<file path="config.mk">
export PLATFORM = sky130hd
export DESIGN_NAME = alu_issue_flat
export DESIGN_NICKNAME = d
export VERILOG_FILES = /design/src/rtl/alu_issue_if.sv /design/src/rtl/alu_issue.sv /design/src/flat_wrapper.sv
export SDC_FILE = /design/constraint.sdc
export NUM_CORES = 1
export LEC_CHECK = 0
export CAP_MARGIN = 20
export CORE_MARGIN = 2
export CORE_UTILIZATION = 38
export CTS_CLUSTER_DIAMETER = 150
export DETAILED_ROUTE_END_ITERATION = 8
export GPL_TIMING_DRIVEN = 0
export PLACE_DENSITY = 0.77
export SETUP_SLACK_MARGIN = 0.3
export SLEW_MARGIN = 10
export SYNTH_ARGS = -nofsm -noshare
export SYNTH_HDL_FRONTEND = slang
export SYNTH_SLANG_ARGS = --single-unit
</file>
<file path="constraint.sdc">
create_clock -name clk -period 2.3 [get_ports clk]
set_input_delay 0.46 -clock clk [delete_from_list [all_inputs] [get_ports clk]]
set_output_delay 0.46 -clock clk [all_outputs]
set_load 0.02 [all_outputs]
</file>
<file path="src/rtl/alu_issue_if.sv">
// Handshake and ALU-side bundle for alu_issue: master = the issuer, slave = its environment.
// out_taken exists only when ALU_ISSUE_BRANCH_EN is defined.
interface alu_issue_if;
  logic        in_valid;
  logic        in_ready;
  logic [31:0] in_instr;
  logic [31:0] in_rs_val;
  logic [31:0] in_rt_val;
  logic [31:0] in_pc;
  logic [31:0] alu_data1;
  logic [31:0] alu_data2;
  logic [3:0]  alu_control;
  logic [31:0] alu_result;
  logic        alu_zero;
  logic        out_valid;
  logic        out_ready;
  logic [31:0] out_result;
  logic [4:0]  out_dest;
  logic        out_wb_en;
  logic        out_zero;
  logic        out_err;
`ifdef ALU_ISSUE_BRANCH_EN
  logic        out_taken;
`endif

  modport master (
    input  in_valid, in_instr, in_rs_val, in_rt_val, in_pc,
    input  alu_result, alu_zero, out_ready,
    output in_ready, alu_data1, alu_data2, alu_control,
    output out_valid, out_result, out_dest, out_wb_en, out_zero, out_err
`ifdef ALU_ISSUE_BRANCH_EN
    , output out_taken
`endif
  );

  modport slave (
    output in_valid, in_instr, in_rs_val, in_rt_val, in_pc,
    output alu_result, alu_zero, out_ready,
    input  in_ready, alu_data1, alu_data2, alu_control,
    input  out_valid, out_result, out_dest, out_wb_en, out_zero, out_err
`ifdef ALU_ISSUE_BRANCH_EN
    , input out_taken
`endif
  );
endinterface

</file>
<file path="src/rtl/alu_issue.sv">
// Issue stage for the single-cycle MIPS ALU: decode, register operands, capture result, hand off.
// Optional feature macro: ALU_ISSUE_BRANCH_EN (beq/bne decode and out_taken).
module alu_issue (
  input logic        clk,
  input logic        rst,
  alu_issue_if.master bus
);
  typedef enum logic [1:0] {IDLE = 2'd0, ISSUE = 2'd1, DONE = 2'd2} state_t;

  state_t      state_r, state_s;
  logic        accept_s;
  logic [5:0]  opcode_s, funct_s;
  logic [31:0] imm_sext_s, imm_zext_s;
  logic [3:0]  dec_ctrl_s;
  logic [31:0] dec_d1_s, dec_d2_s;
  logic [4:0]  dec_dest_s;
  logic        dec_wb_s, dec_wb_final_s, dec_err_s, dec_beq_s, dec_bne_s;
  logic        unused_shamt_s;

  logic        in_ready_r, out_valid_r;
  logic [31:0] alu_data1_r, alu_data2_r, out_result_r;
  logic [3:0]  alu_control_r;
  logic [4:0]  dest_r, out_dest_r;
  logic        wb_r, err_r, beq_r, bne_r;
  logic        out_wb_en_r, out_zero_r, out_err_r, out_taken_r;

  assign opcode_s       = bus.in_instr[31:26];
  assign funct_s        = bus.in_instr[5:0];
  assign imm_sext_s     = {{16{bus.in_instr[15]}}, bus.in_instr[15:0]};
  assign imm_zext_s     = {16'h0000, bus.in_instr[15:0]};
  assign unused_shamt_s = ^bus.in_instr[10:6];
  assign dec_wb_final_s = dec_wb_s & (dec_dest_s != 5'd0);
  assign accept_s       = (state_r == IDLE) && bus.in_valid && in_ready_r;

  // Instruction decode; anything unrecognised leaves the safe all-zero operand/control set.
  always_comb begin
    dec_ctrl_s = 4'b0000;
    dec_d1_s   = 32'h0000_0000;
    dec_d2_s   = 32'h0000_0000;
    dec_dest_s = 5'd0;
    dec_wb_s   = 1'b0;
    dec_err_s  = 1'b0;
    dec_beq_s  = 1'b0;
    dec_bne_s  = 1'b0;
    case (opcode_s)
      6'b000000: begin
        dec_d1_s   = bus.in_rs_val;
        dec_d2_s   = bus.in_rt_val;
        dec_dest_s = bus.in_instr[15:11];
        dec_wb_s   = 1'b1;
        case (funct_s)
          6'b100000, 6'b100001: dec_ctrl_s = 4'b0010;
          6'b100010, 6'b100011: dec_ctrl_s = 4'b0110;
          6'b100100:            dec_ctrl_s = 4'b0000;
          6'b100101:            dec_ctrl_s = 4'b0001;
          6'b100111:            dec_ctrl_s = 4'b1100;
          6'b101010:            dec_ctrl_s = 4'b0111;
          default: begin
            dec_d1_s   = 32'h0000_0000;
            dec_d2_s   = 32'h0000_0000;
            dec_dest_s = 5'd0;
            dec_wb_s   = 1'b0;
            dec_err_s  = 1'b1;
          end
        endcase
      end
      6'b001000, 6'b001001, 6'b001010, 6'b001100, 6'b001101, 6'b100011: begin
        dec_d1_s   = bus.in_rs_val;
        dec_dest_s = bus.in_instr[20:16];
        dec_wb_s   = 1'b1;
        case (opcode_s)
          6'b001010: begin dec_ctrl_s = 4'b0111; dec_d2_s = imm_sext_s; end
          6'b001100: begin dec_ctrl_s = 4'b0000; dec_d2_s = imm_zext_s; end
          6'b001101: begin dec_ctrl_s = 4'b0001; dec_d2_s = imm_zext_s; end
          default:   begin dec_ctrl_s = 4'b0010; dec_d2_s = imm_sext_s; end
        endcase
      end
      6'b101011: begin
        dec_ctrl_s = 4'b0010;
        dec_d1_s   = bus.in_rs_val;
        dec_d2_s   = imm_sext_s;
      end
      6'b000011: begin
        dec_ctrl_s = 4'b0011;
        dec_d1_s   = bus.in_pc;
        dec_dest_s = 5'd31;
        dec_wb_s   = 1'b1;
      end
`ifdef ALU_ISSUE_BRANCH_EN
      6'b000100, 6'b000101: begin
        dec_ctrl_s = 4'b0110;
        dec_d1_s   = bus.in_rs_val;
        dec_d2_s   = bus.in_rt_val;
        dec_beq_s  = (opcode_s == 6'b000100);
        dec_bne_s  = (opcode_s == 6'b000101);
      end
`endif
      default: dec_err_s = 1'b1;
    endcase
  end

  // Next-state logic for the accept / evaluate / hand-off sequence.
  always_comb begin
    state_s = state_r;
    case (state_r)
      IDLE: begin
        if (accept_s) state_s = ISSUE;
        else          state_s = IDLE;
      end
      ISSUE: state_s = DONE;
      DONE: begin
        if (bus.out_ready) state_s = IDLE;
        else               state_s = DONE;
      end
      default: state_s = IDLE;
    endcase
  end

  // State register.
  always_ff @(posedge clk) begin
    if (rst) state_r <= IDLE;
    else     state_r <= state_s;
  end

  // Datapath registers: operands load on accept, writeback packet loads in ISSUE.
  always_ff @(posedge clk) begin
    if (rst) begin
      in_ready_r    <= 1'b0;
      out_valid_r   <= 1'b0;
      alu_data1_r   <= 32'h0000_0000;
      alu_data2_r   <= 32'h0000_0000;
      alu_control_r <= 4'b0000;
      dest_r        <= 5'd0;
      wb_r          <= 1'b0;
      err_r         <= 1'b0;
      beq_r         <= 1'b0;
      bne_r         <= 1'b0;
      out_result_r  <= 32'h0000_0000;
      out_dest_r    <= 5'd0;
      out_wb_en_r   <= 1'b0;
      out_zero_r    <= 1'b0;
      out_err_r     <= 1'b0;
      out_taken_r   <= 1'b0;
    end else begin
      in_ready_r  <= (state_s == IDLE);
      out_valid_r <= (state_s == DONE);
      if (accept_s) begin
        alu_data1_r   <= dec_d1_s;
        alu_data2_r   <= dec_d2_s;
        alu_control_r <= dec_ctrl_s;
        dest_r        <= dec_dest_s;
        wb_r          <= dec_wb_final_s;
        err_r         <= dec_err_s;
        beq_r         <= dec_beq_s;
        bne_r         <= dec_bne_s;
      end
      if (state_r == ISSUE) begin
        out_result_r <= err_r ? 32'h0000_0000 : bus.alu_result;
        out_dest_r   <= dest_r;
        out_wb_en_r  <= wb_r;
        out_zero_r   <= bus.alu_zero;
        out_err_r    <= err_r;
        out_taken_r  <= (beq_r & bus.alu_zero) | (bne_r & ~bus.alu_zero);
      end
    end
  end

  assign bus.in_ready    = in_ready_r;
  assign bus.alu_data1   = alu_data1_r;
  assign bus.alu_data2   = alu_data2_r;
  assign bus.alu_control = alu_control_r;
  assign bus.out_valid   = out_valid_r;
  assign bus.out_result  = out_result_r;
  assign bus.out_dest    = out_dest_r;
  assign bus.out_wb_en   = out_wb_en_r;
  assign bus.out_zero    = out_zero_r;
  assign bus.out_err     = out_err_r;
`ifdef ALU_ISSUE_BRANCH_EN
  assign bus.out_taken   = out_taken_r;
`else
  logic unused_taken_s;
  assign unused_taken_s = out_taken_r;
`endif
endmodule

</file>
<file path="src/flat_wrapper.sv">
// flat-port wrapper written by rule: the top's interface ports become plain ports
module alu_issue_flat 
  (clk, rst, bus_in_valid, bus_in_instr, bus_in_rs_val, bus_in_rt_val, bus_in_pc, bus_alu_result, bus_alu_zero, bus_out_ready, bus_in_ready, bus_alu_data1, bus_alu_data2, bus_alu_control, bus_out_valid, bus_out_result, bus_out_dest, bus_out_wb_en, bus_out_zero, bus_out_err);
  alu_issue_if bus_i ();
  input logic clk;
  input logic rst;
  input wire logic [$bits(bus_i.in_valid)-1:0] bus_in_valid;
  input wire logic [$bits(bus_i.in_instr)-1:0] bus_in_instr;
  input wire logic [$bits(bus_i.in_rs_val)-1:0] bus_in_rs_val;
  input wire logic [$bits(bus_i.in_rt_val)-1:0] bus_in_rt_val;
  input wire logic [$bits(bus_i.in_pc)-1:0] bus_in_pc;
  input wire logic [$bits(bus_i.alu_result)-1:0] bus_alu_result;
  input wire logic [$bits(bus_i.alu_zero)-1:0] bus_alu_zero;
  input wire logic [$bits(bus_i.out_ready)-1:0] bus_out_ready;
  output wire logic [$bits(bus_i.in_ready)-1:0] bus_in_ready;
  output wire logic [$bits(bus_i.alu_data1)-1:0] bus_alu_data1;
  output wire logic [$bits(bus_i.alu_data2)-1:0] bus_alu_data2;
  output wire logic [$bits(bus_i.alu_control)-1:0] bus_alu_control;
  output wire logic [$bits(bus_i.out_valid)-1:0] bus_out_valid;
  output wire logic [$bits(bus_i.out_result)-1:0] bus_out_result;
  output wire logic [$bits(bus_i.out_dest)-1:0] bus_out_dest;
  output wire logic [$bits(bus_i.out_wb_en)-1:0] bus_out_wb_en;
  output wire logic [$bits(bus_i.out_zero)-1:0] bus_out_zero;
  output wire logic [$bits(bus_i.out_err)-1:0] bus_out_err;
  assign bus_i.in_valid = bus_in_valid;
  assign bus_i.in_instr = bus_in_instr;
  assign bus_i.in_rs_val = bus_in_rs_val;
  assign bus_i.in_rt_val = bus_in_rt_val;
  assign bus_i.in_pc = bus_in_pc;
  assign bus_i.alu_result = bus_alu_result;
  assign bus_i.alu_zero = bus_alu_zero;
  assign bus_i.out_ready = bus_out_ready;
  assign bus_in_ready = bus_i.in_ready;
  assign bus_alu_data1 = bus_i.alu_data1;
  assign bus_alu_data2 = bus_i.alu_data2;
  assign bus_alu_control = bus_i.alu_control;
  assign bus_out_valid = bus_i.out_valid;
  assign bus_out_result = bus_i.out_result;
  assign bus_out_dest = bus_i.out_dest;
  assign bus_out_wb_en = bus_i.out_wb_en;
  assign bus_out_zero = bus_i.out_zero;
  assign bus_out_err = bus_i.out_err;
  alu_issue u_core (.clk(clk), .rst(rst), .bus(bus_i));
endmodule
</file>
# Word level (Yosys, flattened, before mapping)

Index checks and enable logic that the tools add are counted.
Widths: inputs -> output; s select.

$add $sub $neg: 0
$mul: 0
Divide/modulo/power cells: 0
$lt $le $gt $ge: 0
Eq/ne operators: 19
Shift operators: 0
Muxes and demuxes: 18
Bitwise gates (word level): 1
Reduce and logical (&&, ||, !) cells: 14

Operators by type and width:

| operator           | count |
|---|---|
| $pmux 32 s3        | 2 |
| $mux 32            | 4 |
| $eq 6x6->1 const B | 10 |
| $eq 6x4->1 const B | 5 |
| $pmux 4 s5         | 1 |
| $pmux 4 s4         | 1 |
| $reduce_or 8->1    | 2 |
| $pmux 5 s3         | 1 |
| $reduce_or 7->1    | 2 |
| $pmux 3 s3         | 1 |
| $eq 6x2->1 const B | 1 |
| $logic_not 6->1    | 1 |
| $pmux 2 s3         | 1 |
| $reduce_or 2->1    | 3 |
| $reduce_or 6->1    | 1 |
| $mux 5             | 1 |
| $reduce_bool 5->1  | 1 |
| $eq 2x2->1 const B | 2 |
| $logic_not 2->1    | 2 |
| $pmux 1 s2         | 2 |
| $mux 1             | 3 |
| $eq 2x1->1 const B | 1 |
| $logic_and 1x1->1  | 2 |
| $mux 2             | 1 |
| $and 1x1->1        | 1 |

Flip-flop bits (word level): 119
Bits in latches: 0
Memory bits (writable): 0
Memory bits (read-only): 0
Word-level logic and storage cells: 66
Memories kept: 0

# Logic depth before layout (Yosys ltp)

Depth after elaboration: 6
Mapped depth: 8

# Least setup slack after synthesis

No wires, ideal clock.

Kind: input port to flip-flop
Start point: in bus_in_instr[26]
End point: reg u_core.err_r
Library setup time: 0.128 ns
Arrival: 1.911 ns
Required time: 2.172 ns
Setup slack: 0.262 ns
Cell stages on the path: 7
Buffers on the path: 2
Cell sequence: clkbuf_2 or4b_4 a31oi_4 a21o_4 buf_4 a2bb2oi_1 nor2_1

Cells in the longest elaborated chain, start to end: 3

RTL lines:

| element                            | line              | source |
|---|---|---|
| start: declaration                 | flat_wrapper.sv:8 | `input wire logic [$bits(bus_i.in_instr)-1:0] bus_in_instr;` |
| $eq 6x6->1 (tied with other cells) | alu_issue.sv:45   | `case (opcode_s)` |
| $reduce_or 8->1 (no source line)   | n/a               |  |
| $pmux 1 s2 *                       | alu_issue.sv:45   |  |
| end signal: assignment             | alu_issue.sv:153  | `err_r <= dec_err_s;` |
| end: declaration                   | alu_issue.sv:24   | `logic wb_r, err_r, beq_r, bne_r;` |

Mark *: on every way between the ends. The rest lies on a longest branch, timed or not.
A chain may end at the register's enable or synchronous reset.

# Worst setup path after layout

Start point: in bus_in_instr[31]
End point: reg u_core.alu_data1_r[3] (netlist: u_core.bus.alu_data1[3])

Cells in the longest elaborated chain, start to end: 3

RTL lines:

| element                                  | line             | source |
|---|---|---|
| $eq 6x6->1 or $eq 6x4->1 (tied branches) | alu_issue.sv:45  |  |
| $reduce_or 7->1 (no source line)         | n/a              |  |
| $pmux 32 s3 *                            | alu_issue.sv:45  |  |
| end signal: assignment                   | alu_issue.sv:148 | `alu_data1_r <= dec_d1_s;` |
| end: declaration                         | alu_issue.sv:21  | `logic [31:0] alu_data1_r, alu_data2_r, out_result_r;` |

Marks and branches as above.

==> impl_metrics.ini <==
[outcome]
status = completed

[global_routing]
grt_pass1_vias = 5350
grt_use_total = 0.252
met3_usage = 0.120
grt_pass1_wl_mm = 26.2
overflow = 0
antenna_found_initial = 0
grt_util_met2 = 0.455
use_met1 = 0.251
grt_max_degree = 17
grt.busiest_layer = met2

[synthesis]
syn-num-nets = 731
synth-async-reset-ratio = 0
ys_top_cells_by_count = nand2_1 (120), dfxtp_1 (119), a21oi_1 (64), o21ai_0 (56), a22oi_1 (48)
ys_seq_area_frac = 0.495
yosysMostFrequentCell = nand2_1
synthCells = 566
yosys.area.top_type_share = 0.495
yosysTopAreaCell = dfxtp_1
yosys_register_bits = 119
ys_types = 43
synth.area.top_cells = dfxtp_1 (50%), nand2_1 (9.4%), a22oi_1 (7.5%), a21oi_1 (6.7%), o21ai_0 (5.8%)
ys_dominant_reg_cell = dfxtp_1
synth-edff-count = 0
syn_avg_cell_area_um2 = 8.50
synth_warnings = 0
syn_area_mm2 = 0.00481

[clocking]
cts_buffer_depth = 2
cts_tree = yes
clkLatencyLatePin_ns = 0.42
clock-sinks = 119
cts_made_buffers = 17
clk_pin_slew_ns = 0.06
root_buffer = clkbuf_16
h-tree-depth = 4

[route]
ant_nets = 0
drt_iter0_drc = 229
vias = 5329
viasPerCell = 5.11
wl_mm = 17.5
drc = 0
avgRoutedWirePerCell_um = 16.7
dr.pass1.iters = 4

[critical_path]
path_class = in -> reg
cp_data_arrival_time_ns = 2.28
crit_required_ns = 2.64
crit_path_end_kind = flip-flop
cp_max_fo = 10
rr_worst_depth = 7
critPathLaunchType = input port

[timing]
final_max_slew_viol_count = 0
slew_headroom = 0.621
finalSetupViolCount = 0
fin_ws_ns = 0.360
tightest_slew_ns = 0.564
finalCriticalPeriod_ns = 1.94
final.period_utilization = 0.843
fmax_mhz = 516
skew_ns = 0.00752
rsz0062_at_grt = yes
hold_violations = 0
hold_ws_ns = 0.359

[placed_design]
dp_cells = 1003
dp_hpwl_mm = 13.5
port_buffers = 265
gp_congestion = 0.871
post-place-ws_ns = -0.515

[finish]
final_cells = 1042
area_delta_synth_final_pct = 75.1
drive_gt1_frac = 0.0931
fillCellCount = 1024
antenna_cells = 0
nets = 1022

[power]
total_power_mw = 5.62
power_density_mw_per_mm2 = 667
leakage_nw = 2.88
irDropWorstVdd_mv = 0.501

[floorplanning]
die_y_um = 117
dieArea_mm2 = 0.0136
dieWidth_um = 117
core_mm2 = 0.0125
num_rows = 41
ios = 275
start_util = 0.386

[flow_run]
drv_cap = 0

[min_path]
hp-class = in -> reg
holdPathStages = 3
routing by layer:
| metal | part of all wire | routed length, um |
|---|---|---|
| met1 | 0.36 | 6330 |
| met2 | 0.51 | 8950 |
| met3 | 0.10 | 1810 |
| met4 | 0.020 | 351 |
| met5 | 0 | 0 |
critical path, cell delays in order:
cell and delay, ns:
dlygate4sd2_1 0.31, or4b_4 0.55, a31oi_4 0.34, a21o_4 0.19, buf_4 0.18, a22oi_1 0.07, o21ai_0 0.16
state kept, by name, summed over array words and instances, names as in the netlist:
name,count
u_core.bus.in_ready,1
u_core.bus.out_zero,1
u_core.bus.out_wb_en,1
u_core.bus.out_result,32
u_core.bus.alu_data1,32
u_core.bus.alu_data2,32
u_core.bus.alu_control,4
u_core.bus.out_dest,5
u_core.bus.out_valid,1
u_core.bus.out_err,1
u_core.dest_r,5
u_core.state_r,2
u_core.err_r,1
u_core.wb_r,1
cells in the final DEF, fill, tap and decap left out, types with 16 or more instances in the layout:
cell type and count:
dfxtp_1 119, nand3b_1 33, a21oi_1 64, nand2_1 120, o21ai_0 52, clkbuf_16 17, clkdlybuf4s50_1 262, o21ai_1 16
clkbuf_1 21, a22oi_1 48
final cells by class:
cell class / count / area, um2 / area share
Sequential cell: 119 / 2380 / 0.283
Multi-Input combinational cell: 399 / 2240 / 0.265
Inverter: 1 / 3.75 / 0.000445
Buffer: 47 / 256 / 0.0304
Timing Repair Buffer: 272 / 2700 / 0.320
Clock inverter: 15 / 209 / 0.0248
Tap cell: 172 / 215 / 0.0255
Clock buffer: 17 / 425 / 0.0505
path summary, 6_finish.rpt:
kind	slack [ns]	from	to
hold reg to reg	0.45	u_core.bus.out_result[11]$_SDFFE_PP0P_	u_core.bus.out_result[11]$_SDFFE_PP0P_
hold / removal	0.36	bus_in_instr[27]	u_core.bus.alu_control[2]$_SDFFE_PP0P_
setup reg to reg	0.55	u_core.state_r[0]$_SDFF_PP0_	u_core.bus.alu_data2[9]$_SDFFE_PP0P_
setup / recovery	0.36	bus_in_instr[31]	u_core.bus.alu_data1[3]$_SDFFE_PP0P_
power by group:
group          internal [mW]  switching, mW  leakage, nW
clock                   1.90          0.949        0.312
sequential              2.10         0.0226        0.961
combinational          0.373          0.275         1.60
what timing repair did:
| item | in CTS | in global routing |
|---|---|---|
| endpoints found under the setup margin | 73 | 51 |
| setup buffers | 4 | 3 |
| gates cloned | 0 | 0 |
| pin swaps | 2 | 1 |
| hold buffers | 0 | 0 |
| resized for setup | 14 | 21 |
through the flow:
| stage | cell area, um2 | setup TNS (ns) | util |
|---|---|---|---|
| detailed placement | 7700 | -29.72 | 0.618 |
| CTS | 8380 | 0 | 0.672 |
| global placement | 7700 | -26.90 | 0.618 |
| finish | 8430 | 0 | 0.676 |
| global route | 8430 | 0 | 0.676 |
| floorplan | 4830 | 0 | - |
logic make-up (layout without fill, tap and decap cells):
group	Yosys count	in the layout	synth area share
simple gates	198	198	0.200
buf+inv	48	352	0.0465
compound gates	199	199	0.254
flops	119	119	0.495
mux	2	2	0.00416
(Power assumes the default switching activity.)
==> patch 1: new RTL, config.mk and constraints unchanged <==
The 3 states of `state_t` get a one-hot encoding in 3 bits.
--- a/src/rtl/alu_issue.sv
+++ b/src/rtl/alu_issue.sv
@@ -6,5 +6,5 @@
   alu_issue_if.master bus
 );
-  typedef enum logic [1:0] {IDLE = 2'd0, ISSUE = 2'd1, DONE = 2'd2} state_t;
+  typedef enum logic [2:0] {IDLE = 3'b001, ISSUE = 3'b010, DONE = 3'b100} state_t;
 
   state_t      state_r, state_s;
Behaviour: same outputs for any inputs over 4 cycles, from zero or initial values and one cycle with rst high; so few cycles prove little.
==> patch 1 against the original RTL <==
  * Design area up 1.9%
  * Count of clock-buffer cells in the layout increased by 10
  * Core utilization is 0.094 points lower
  * Synthesized area grew 4.1%
  * Sequential cell count rose by 1
  * Wire length fell by 1.4%
  * Total power shrank 8.7%
  * Sequential share of layout area down 0.30 points
  * Worst setup slack got worse by 64 ps
  * Critical path type unchanged
  * Critical endpoint is now u_core.bus.alu_data1[25]
  * Highest routed layer unchanged
==> patch 1: results (changes against the original RTL) <==
HP Start u_core.bus.alu_data2[8]; Hold/Removal Path Class reg -> reg; placed cells 986 (-1.7%); grt met1 use 26.0% (+0.94 points); r2r setup slk 510 ps (-40 ps); top_reg_cell synth dfxtp_1; most frequent cells after synthesis 120 x dfxtp_1, 85 x nand2_1, 68 x a22o_1; compound-cell area share of the yosys netlist 28.9% (+3.5 points); met1 WL 6.84 mm (+8.0%); routed wl met2 8.46 mm (-5.5%); post-CTS setup buffers 8 (+4); vias in the first global route 5406 (+1.0%); Sw Pwr 1.09 mW (-13%); Gate power share 10.9% (-0.6 points); layout cells sized above 1 9.59% (+0.28 points); register area share after synthesis 48.0% (-1.5 points); Flop pwr share 41.1% (+3.4 points); Post-Route WL 17.2 mm (-1.4%); Net Count, Synth 714 (-2.3%); All-Layer GR Usage 23.9% (-1.2 points); placed inst area 0.00788 mm^2 (+2.3%); max_slew headroom 57.9% (-4.3 points); filler cell count 1034 (+0.98%); hold slack 447 ps (+88.3 ps); Leakage 3.00 nW (+4.1%); Final period util 87.1% (+2.8 points); CP top delay family compound AO/OA/AOI/OAI gates; Initial DRT Pass Iterations 4 (unchanged); FF-to-FF path depth 6 (-1); Worst path slowest cell clkdlybuf4s50_1; Post-Syn Instances 549 (-3.0%); worst r2r src u_core.state_r[1]; Peak supply drop 346 uV (-31%); CP arrival 2300 ps (+20 ps); GR Util met2 41.7% (-3.8 points); DRT iter0 DRCs 290 (+27%); Crit path largest cell delay 500 ps (-50 ps); worst min-delay path endpoint u_core.bus.alu_data2[8]; met3 wire length 1.50 mm (-17%); status finished, final reports clean; routed vias 5320 (-0.17%); hold path depth 2 (-1); GPL Wtd Cong 0.841 (-3.5%); met3 Use GR 8.69% (-3.3 points); cts repair resizes 17 (+3); mux share of post-synthesis cell area 0.200% (-0.22 points); Place WS -479 ps (+36.1 ps); Synth cell types 49 (+14%); first-pass GRT wire length 26.7 mm (+2.0%); worst-skew pair later-pin latency roughly 410 ps; Area contributors post-synth dfxtp_1 48%, a22o_1 12%, nand2_1 6.4%; final non-filler cell total 1027 (-1.4%); reg-to-reg critical path endpoint u_core.bus.alu_data2[2]; DP Wirelength 13.3 mm (-1.4%); xor and xnor fraction of the mapped netlist area 0.175% (+0.17 points); clock skew 4.93 ps (-2.59 ps)
[patch 1: final cells by class]
type / count / area, um^2 / area share (%)
buffer: 48 / 262 / 3.04
clock buffer: 27 / 513 / 5.97
clock inverter: 2 / 37.5 / 0.437
inverter: 5 / 18.8 / 0.219
multi-input combinational: 376 / 2390 / 27.8
sequential: 120 / 2400 / 28.0
tap: 172 / 215 / 2.51
timing repair buffer: 277 / 2750 / 32.1
[patch 1: worst max path at each step]
stage | start | endpoint | cells after the start
2_1_floorplan | bus_in_instr[29] | u_core.bus.alu_data1[10] | 7
3_3_place_gp | bus_in_instr[31] | u_core.bus.alu_data1[8] | 7
3_5_place_dp | bus_in_instr[31] | u_core.bus.alu_data1[25] | 7
4_1_cts | bus_in_instr[5] | u_core.bus.alu_data2[18] | 8
5_1_grt | bus_in_instr[3] | u_core.bus.alu_data1[16] | 7
6_report | bus_in_instr[3] | u_core.bus.alu_data1[25] | 7
==> patch 2: new RTL, same flow settings <==
Made on the original files. Reset style: asynchronous (`rst`), changed in 2 clocked blocks.
--- a/src/rtl/alu_issue.sv
+++ b/src/rtl/alu_issue.sv
@@ -118,5 +118,5 @@
 
   // State register.
-  always_ff @(posedge clk) begin
+  always_ff @(posedge clk or posedge rst) begin
     if (rst) state_r <= IDLE;
     else     state_r <= state_s;
@@ -124,5 +124,5 @@
 
   // Datapath registers: operands load on accept, writeback packet loads in ISSUE.
-  always_ff @(posedge clk) begin
+  always_ff @(posedge clk or posedge rst) begin
     if (rst) begin
       in_ready_r    <= 1'b0;
Function: differs if rst is asserted again (counterexample within 4 cycles, from zero or initial values and one cycle with rst high); with rst held inactive, the same outputs for 4 cycles.
==> patch 2 against the original RTL <==
  * Sequential share of layout area is 3.8 points higher
  * Worst setup slack gained 56 ps
  * Sequential cell count unchanged
  * Critical path type is now reg -> out
  * Design area grew 10%
  * Cell count decreased by 2.3%
  * Wire length rose by 5.8%
  * Synthesized cell count fell by 8.0%
  * Largest cell class unchanged
  * Synthesized area grew 12%
Power is not compared: it rests on default switching activity, and its combinational part moved more than twofold at a synthesized area within 25%.
==> patch 2: results (changes against the original RTL) <==
first-pass GRT wire length 27.6 mm (+5.4%); worst slew pin tran 582 ps (+17.8 ps); DP Wirelength 13.4 mm (-1.3%); largest net degree at the start of global routing 40 (+23); r2r setup slk 430 ps (-120 ps); status finished, final reports clean; Net Count, Synth 686 (-6.2%); filler cell count 1045 (+2.1%); met3 wire length 1.57 mm (-14%); Worst path slowest cell clkdlybuf4s50_1; Place WS -496 ps (+19.1 ps); Leakage 4.29 nW; CP arrival 1420 ps (-860 ps); All-Layer GR Usage 23.7% (-1.5 points); register area share after synthesis 55.4% (+5.9 points); Vias per Instance 5.16 (+0.84%); Crit path largest cell delay 650 ps (+100 ps); DRT iter0 DRCs 334 (+46%); Synth cell types 46 (+7.0%); top_reg_cell synth dfrtp_1; worst-skew pair later-pin latency 410 ps; Clk pin slew, worst setup/hold paths 50 ps; post-DR wirelength/cell 18.1 um (+8.3%); Crit Path Max Fanout 2 (-8); post-synth top area share 55.4% (+5.9 points); crit path time final 1880 ps (-55.5 ps); clock skew 5.88 ps (-1.64 ps); vias in the first global route 5341 (-0.17%); post-synthesis async set-or-reset flop share 100% (+100 points); final net count 991 (-3.0%); GPL Wtd Cong 0.862 (-1.0%); Area contributors post-synth dfrtp_1 55%, a22o_1 5.2%, nand2_1 5.2%
==> patch 2: final timing paths <==
path,startpoint,to,cells after the start
min in group clk,bus_in_instr[29],u_core.bus.alu_control[2],3
worst min register to register,u_core.bus.out_result[16],u_core.bus.out_result[16],2
worst min-delay path,rst,u_core.bus.out_result[19],2
max in group asynchronous,rst,u_core.bus.alu_data1[22],3
worst max register to register,u_core.bus.in_ready,u_core.bus.alu_data1[12],8
worst max-delay path,u_core.bus.alu_data1[24],bus_alu_data1[24],1
==> patch 2: through the flow <==
| stage | util [%] | cells | hold WS (ps) |
|---|---|---|---|
| 6_report | 67.1 | 1018 | 341 |
| 5_1_grt | 67.1 | 1018 | 351 |
| 4_1_cts | 65.7 | 1009 | 328 |
| 3_5_place_dp | 60.2 | 969 | 473 |
| 3_3_place_gp | 59.7 | 966 | 462 |
| 2_1_floorplan | - | 521 | 462 |
==> patch 2: power groups by stage <==
stage,Sequential (mW),Clock [mW],Combinational [mW]
CTS,2.75,2.86,2.74
global placement,2.75,0,2.62
floorplan,3.14,0,0.976
finish,2.75,2.82,2.79
global route,2.80,2.96,3.02
detailed placement,2.78,0,2.68
==> patch 2: cell families (layout without fill, tap and decap cells) <==
logic type | count (synthesis) | count (layout) | synth area share [%]
simple gates | 173 | 173 | 16.2
compound gates | 172 | 172 | 21.7
flops | 119 | 119 | 55.4
xor+xnor | 1 | 1 | 0.163
mux | 11 | 11 | 2.23
buf+inv | 45 | 362 | 4.42
==> patch 2: what timing repair did <==
| item | 4_1_cts | 5_1_grt |
|---|---|---|
| hold buffers | 0 | 0 |
| endpoints found under the setup margin | 60 | 59 |
| pin swaps | 4 | 10 |
| gates resized for setup | 15 | 22 |
| cloned | 0 | 3 |
| buffers inserted | 10 | 6 |
==> patch 2: final cells by class <==
| type | count | area share (%) |
|---|---|---|
| Buffer | 40 | 2.97 |
| Clock buffer | 25 | 5.66 |
| Clock inverter | 6 | 1.20 |
| Inverter | 4 | 0.202 |
| Multi-Input combinational cell | 357 | 24.0 |
| Sequential cell | 119 | 32.1 |
| Tap cell | 180 | 2.43 |
| Timing Repair Buffer | 287 | 31.5 |
==> patch 2: metal layers <==
layer	up-vias	track usage (%)
li1	2459	-
met1	2550	28.3
met2	223	41.4
met3	18	7.06
met4	0	6.82
met5	-	0
